--- config.mk ---
export PLATFORM = sky130hd
export DESIGN_NAME = memory_access_arbiter
export DESIGN_NICKNAME = d
export VERILOG_FILES = /design/src/rtl/memory_ctrl_pkg.sv /design/src/rtl/rr_arbiter_2.sv /design/src/rtl/memory_access_arbiter.sv
export SDC_FILE = /design/constraint.sdc
export NUM_CORES = 1
export LEC_CHECK = 0
export ABC_AREA = 1
export CAP_MARGIN = 5
export CORE_MARGIN = 2
export CORE_UTILIZATION = 39
export DETAILED_ROUTE_END_ITERATION = 8
export PLACE_DENSITY = 0.74
export SLEW_MARGIN = 20
export SYNTH_ARGS = -nofsm -noshare
export SYNTH_HDL_FRONTEND = slang
export SYNTH_SLANG_ARGS = --single-unit
--- constraint.sdc ---
create_clock -name MAA_clk -period 1.9 [get_ports MAA_clk]
set_input_delay 0.475 -clock MAA_clk [delete_from_list [all_inputs] [get_ports MAA_clk]]
set_output_delay 0.475 -clock MAA_clk [all_outputs]
set_load 0.01 [all_outputs]
--- src/rtl/memory_ctrl_pkg.sv ---
// Shared encodings for the memory access arbiter: FSM states and requester ids.
package memory_ctrl_pkg;

  typedef enum logic [1:0] {
    ST_IDLE   = 2'd0,
    ST_LOAD   = 2'd1,
    ST_ACCESS = 2'd2,
    ST_DONE   = 2'd3
  } state_e;

  localparam logic ID_FETCH = 1'b0;
  localparam logic ID_DATA  = 1'b1;

endpackage

--- src/rtl/rr_arbiter_2.sv ---
// Two-way round-robin decision: on contention the requester not granted last wins.
module rr_arbiter_2
  import memory_ctrl_pkg::*;
(
  input  logic       req_f,
  input  logic       req_d,
  input  logic       last_id,
  output logic [1:0] gnt
);

  // gnt[0] = fetch, gnt[1] = data
  always_comb begin
    gnt = 2'b00;
    if (req_f && req_d) begin
      if (last_id == ID_DATA) begin
        gnt = 2'b01;
      end else begin
        gnt = 2'b10;
      end
    end else if (req_f) begin
      gnt = 2'b01;
    end else if (req_d) begin
      gnt = 2'b10;
    end else begin
      gnt = 2'b00;
    end
  end

endmodule

--- src/rtl/memory_access_arbiter.sv ---
// Arbitrates a fetch and a data requester onto one memory port through a
// LOAD / ACCESS / DONE sequence; all outputs come straight from flops.
module memory_access_arbiter
  import memory_ctrl_pkg::*;
#(
  parameter int unsigned MEM_LAT = 1
)
(
  input  logic        MAA_clk,
  input  logic        MAA_rst_n,
  input  logic        MAA_f_req,
  input  logic [7:0]  MAA_f_addr,
  output logic        MAA_f_done,
  input  logic        MAA_d_req,
  input  logic        MAA_d_we,
  input  logic [7:0]  MAA_d_addr,
  input  logic [15:0] MAA_d_wdata,
  output logic        MAA_d_done,
  output logic [15:0] MAA_rdata,
  output logic [7:0]  MAA_mar_addr,
  output logic        MAA_mar_wr_en,
  output logic        MAA_mem_rd_en,
  output logic        MAA_mem_wr_en,
  output logic [15:0] MAA_mem_wdata,
  input  logic [15:0] MAA_mem_rdata,
  output logic        MAA_busy
);

  localparam logic [3:0] LAT_M1 = 4'(MEM_LAT - 1);

  state_e      state_q, state_d;
  logic [3:0]  cnt_q, cnt_d;
  logic        id_q, id_d;
  logic        we_q, we_d;
  logic        ptr_q, ptr_d;
  logic [7:0]  addr_q, addr_d;
  logic [15:0] wdata_q, wdata_d;
  logic [15:0] rdata_q, rdata_d;
  logic        mar_wr_en_q, mar_wr_en_d;
  logic        mem_rd_en_q, mem_rd_en_d;
  logic        mem_wr_en_q, mem_wr_en_d;
  logic        f_done_q, f_done_d;
  logic        d_done_q, d_done_d;
  logic        busy_q, busy_d;
  logic [1:0]  gnt_s;

  rr_arbiter_2 u_rr (
    .req_f   (MAA_f_req),
    .req_d   (MAA_d_req),
    .last_id (ptr_q),
    .gnt     (gnt_s)
  );

  // Next-state, transaction latch and output decode from the next state
  always_comb begin
    state_d = state_q;
    cnt_d   = cnt_q;
    id_d    = id_q;
    we_d    = we_q;
    ptr_d   = ptr_q;
    addr_d  = addr_q;
    wdata_d = wdata_q;
    rdata_d = rdata_q;
    case (state_q)
      ST_IDLE: begin
        if (gnt_s != 2'b00) begin
          id_d    = gnt_s[1];
          ptr_d   = gnt_s[1];
          addr_d  = gnt_s[1] ? MAA_d_addr : MAA_f_addr;
          we_d    = gnt_s[1] & MAA_d_we;
          wdata_d = gnt_s[1] ? MAA_d_wdata : 16'h0000;
          state_d = ST_LOAD;
        end else begin
          state_d = ST_IDLE;
        end
      end
      ST_LOAD: begin
        cnt_d   = LAT_M1;
        state_d = ST_ACCESS;
      end
      ST_ACCESS: begin
        if (cnt_q == 4'd0) begin
          state_d = ST_DONE;
          rdata_d = we_q ? rdata_q : MAA_mem_rdata;
        end else begin
          cnt_d = cnt_q - 4'd1;
        end
      end
      ST_DONE: begin
        state_d = ST_IDLE;
      end
      default: begin
        state_d = ST_IDLE;
      end
    endcase

    mar_wr_en_d = (state_d == ST_LOAD);
    mem_rd_en_d = (state_d == ST_ACCESS) && !we_d;
    mem_wr_en_d = (state_d == ST_ACCESS) && we_d;
    f_done_d    = (state_d == ST_DONE) && (id_d == ID_FETCH);
    d_done_d    = (state_d == ST_DONE) && (id_d == ID_DATA);
    busy_d      = (state_d != ST_IDLE);
  end

  // State, latched transaction and registered outputs
  always_ff @(posedge MAA_clk or negedge MAA_rst_n) begin
    if (!MAA_rst_n) begin
      state_q     <= ST_IDLE;
      cnt_q       <= 4'd0;
      id_q        <= ID_FETCH;
      we_q        <= 1'b0;
      ptr_q       <= ID_DATA;
      addr_q      <= 8'h00;
      wdata_q     <= 16'h0000;
      rdata_q     <= 16'h0000;
      mar_wr_en_q <= 1'b0;
      mem_rd_en_q <= 1'b0;
      mem_wr_en_q <= 1'b0;
      f_done_q    <= 1'b0;
      d_done_q    <= 1'b0;
      busy_q      <= 1'b0;
    end else begin
      state_q     <= state_d;
      cnt_q       <= cnt_d;
      id_q        <= id_d;
      we_q        <= we_d;
      ptr_q       <= ptr_d;
      addr_q      <= addr_d;
      wdata_q     <= wdata_d;
      rdata_q     <= rdata_d;
      mar_wr_en_q <= mar_wr_en_d;
      mem_rd_en_q <= mem_rd_en_d;
      mem_wr_en_q <= mem_wr_en_d;
      f_done_q    <= f_done_d;
      d_done_q    <= d_done_d;
      busy_q      <= busy_d;
    end
  end

  assign MAA_f_done    = f_done_q;
  assign MAA_d_done    = d_done_q;
  assign MAA_rdata     = rdata_q;
  assign MAA_mar_addr  = addr_q;
  assign MAA_mar_wr_en = mar_wr_en_q;
  assign MAA_mem_rd_en = mem_rd_en_q;
  assign MAA_mem_wr_en = mem_wr_en_q;
  assign MAA_mem_wdata = wdata_q;
  assign MAA_busy      = busy_q;

endmodule

==> metrics.md <==
| Metric | Value |
|---|---|
| Max cap viols | 0 |
| Final setup fails | 0 |
| CTS max path bufs | 2 |
| Via count | 2,109 |
| Crit path cell chain | clkdlybuf4s50_1 |
| Data required, critical path | 1420 ps |
| Setup Total Neg Slack | 0 ps |
| Reg clk slew, reported paths | 100 ps |
| DP HPWL | 4.08 mm |
| Top cell type's share of synthesized area | 0.566 |
| Synth Area in Simple Gates | 0.321 |
| Leak | 1.78 nW |
| Worst hold-check slack | 85.8 ps |
| Fin util | 0.599 |
| Vias in the first global route | 2,051 |
| Worst EP arrival | 1230 ps |
| Largest area contributor in the netlist | dfrtp_1 |
| Yosys warning total | 0 |
| Synth area leaders | dfrtp_1, nand2_1, nand3_1 |
| RePlAce Congestion | 0.711 |
| Vias/cell | 4.64 |
| Netlist cell types | 20 |
| Ys async rst share | 1.00 |
| Post-CTS setup buffer count | 0 |
| Die ar. | 0.00676 mm² |
| Outcome | finished, final reports clean |
| Die width | 82.2 µm |
| Fin. Hold Viols | 0 |
| Final period util | 0.899 |
| Largest net degree at the start of global routing | 39 |
| Seq/Total Area, Yosys | 0.577 |
| Main synth FF type | dfrtp_1 |
| Buf+Inv Stages, Crit Path | 1 |
| Num CTS Buffers | 5 |
| Area delta synth->final | 48.7% |
| CTS H-tree lvls | 2 |
| Clock Sinks | 55 |
| Relative slew slack | 0.731 |
| Core area | 0.00592 mm² |
| Post-Syn Nets | 336 |
| Type of the worst min-delay path | primary input to async pin |
| DRT antenna net count | 0 |
| Resized Gates After CTS | 0 |
| Post-synthesis compound-gate area fraction | 0.0184 |
| Clock Skews | 5.79 ps |
| Iter 0 DRT Violations | 60 |
| Cell family with most CP delay | buffers and inverters |
| WL final | 5.45 mm |
| Top-count cell post-synth | nand2_1 |
| Worst path max stage delay | 550 ps |
| Minimum clock period after layout | 1710 ps |
| Setup CP Type | register to output pin |
| Largest family of logic cells by synthesized area | simple AND/OR/NAND/NOR gates |
| Chip height | 82.2 µm |
| CP max FO | 2 |
| Port Buffers | 98 |
| Synth Area in XOR/XNOR | 0.00367 |
| Ratio of cells with drive above 1 in the final layout | 0.0605 |
| Peak VDD IR | 0.671 mV |
| CTS Root Cell | clkbuf_8 |
| Final WS setup | 192 ps |
| DR pass1 iterations | 4 |
| I/O Pins | 99 |
| Startpoint types | register |
| DRC | 0 |
| DR WL/cell | 12.0 µm |
| CTS Hold Buffers Added | 0 |
| Multiplexer share of the synthesized area | 0 |
| Pre-CTS setup slack | 73.8 ps |
| Post-Synth Adder-Cell Area | 0.0315 |
| Slew @ Worst Pin | 403 ps |
| Crit path max-delay cell type | clkdlybuf4s50_1 |
| First-pass GRT wire length | 8.71 mm |
| Slew Viols, Final | 0 |
| Most frequent cells after synthesis | nand2_1, dfrtp_1, nand3_1 |
| Overflow after GRT | 0 |
| Diode count | 0 |
| Initial Utilization | 0.403 |
| All-Layer GR Usage | 0.168 |
| Num rows | 28 |
| Yosys reg bits | 55 |
| Initial antenna violation count | 0 |
| Post-synthesis cell count | 277 |
| Later-pin clock latency in the skew report | 300 ps |
| Maximum operating frequency | 585 MHz |
| RSZ-0062 raised after global routing | false |
| Synthesized area | 0.00239 mm² |
| Power Density | 1510 mW/mm² |
| Nets | 438 |
| CTS tree | yes |
| Total power | 5.34 mW |
| Syn avg cell area | 8.61 µm² |
| Post-synth EDFFs | 0 |
| Crit end category | output pin |
## state kept, by name, summed over array words and instances, names as in the netlist
name,cells
id_q,1
MAA_f_done,1
MAA_rdata,16
state_q,2
MAA_mem_rd_en,1
MAA_mem_wdata,16
cnt_q,4
ptr_q,1
MAA_mar_addr,8
MAA_d_done,1
MAA_mar_wr_en,1
MAA_busy,1
we_q,1
MAA_mem_wr_en,1
## final timing paths
kind	start	to	slack, ps	cells past startpoint
setup reg to reg	cnt_q[0]$_DFFE_PN0P_	MAA_rdata[5]$_DFFE_PN0P_	380	7
setup / recovery	MAA_mem_wdata[0]$_DFFE_PN0P_	MAA_mem_wdata[0]	190	1
min in group MAA_clk	ptr_q$_DFFE_PN1P_	ptr_q$_DFFE_PN1P_	480	2
max in group asynchronous	MAA_rst_n	ptr_q$_DFFE_PN1P_	1220	2
hold reg to reg	ptr_q$_DFFE_PN1P_	ptr_q$_DFFE_PN1P_	480	2
hold / removal	MAA_rst_n	cnt_q[2]$_DFFE_PN0P_	90	1
## kinds of logic (layout without fill, tap and decap cells)
group                    after synthesis  in the layout
adder cells (fa/ha/maj)                6              6
XOR/XNOR                               1              1
flip-flops                            55             55
AO/OA/AOI/OAI                          8              8
buffers and inverters                 24            127
AND/OR/NAND/NOR                      183            183
## final cells by class
cell class	instances	area, µm²
Fill cell	504	2370
Sequential cell	55	1380
Timing Repair Buffer	105	1040
Multi-Input combinational cell	198	893
Tap cell	75	93.8
Clock buffer	6	72.6
Inverter	14	52.6
Clock inverter	2	16.3
## stage by stage
stage | area, µm² | instances
5_1_grt | 3550 | 455
4_1_cts | 3550 | 455
3_3_place_gp | 3460 | 447
3_5_place_dp | 3460 | 447
2_1_floorplan | 2390 | 277
6_report | 3550 | 455
## layout by cell type (no fill, tap or decap), types with 2 or more instances in the layout
cell / Yosys / layout
clkdlybuf4s50_1: 0 / 97
nor2_1: 8 / 8
inv_1: 12 / 12
ha_1: 6 / 6
nand2_1: 140 / 140
dfrtp_1: 54 / 54
nand2_4: 2 / 2
inv_2: 2 / 2
buf_4: 3 / 6
o21ai_1: 4 / 4
clkbuf_8: 0 / 5
a21oi_1: 3 / 3
nand3_1: 30 / 30
## per-layer routing
layer	up-vias	track usage	wire length [µm]	part of all wire
met2	75	0.297	2640	0.49
li1	1060	-	-	-
met3	8	0.0489	406	0.075
met4	0	0.0417	62	0.011
met5	-	0	0	0
met1	966	0.199	2340	0.43
## where the power goes
group          switching [mW]  total, mW  internal (mW)
Combinational            1.40       2.71           1.31
Clock                   0.383      0.648          0.266
Sequential              0.294       1.99           1.70
(Power assumes the default switching activity.)
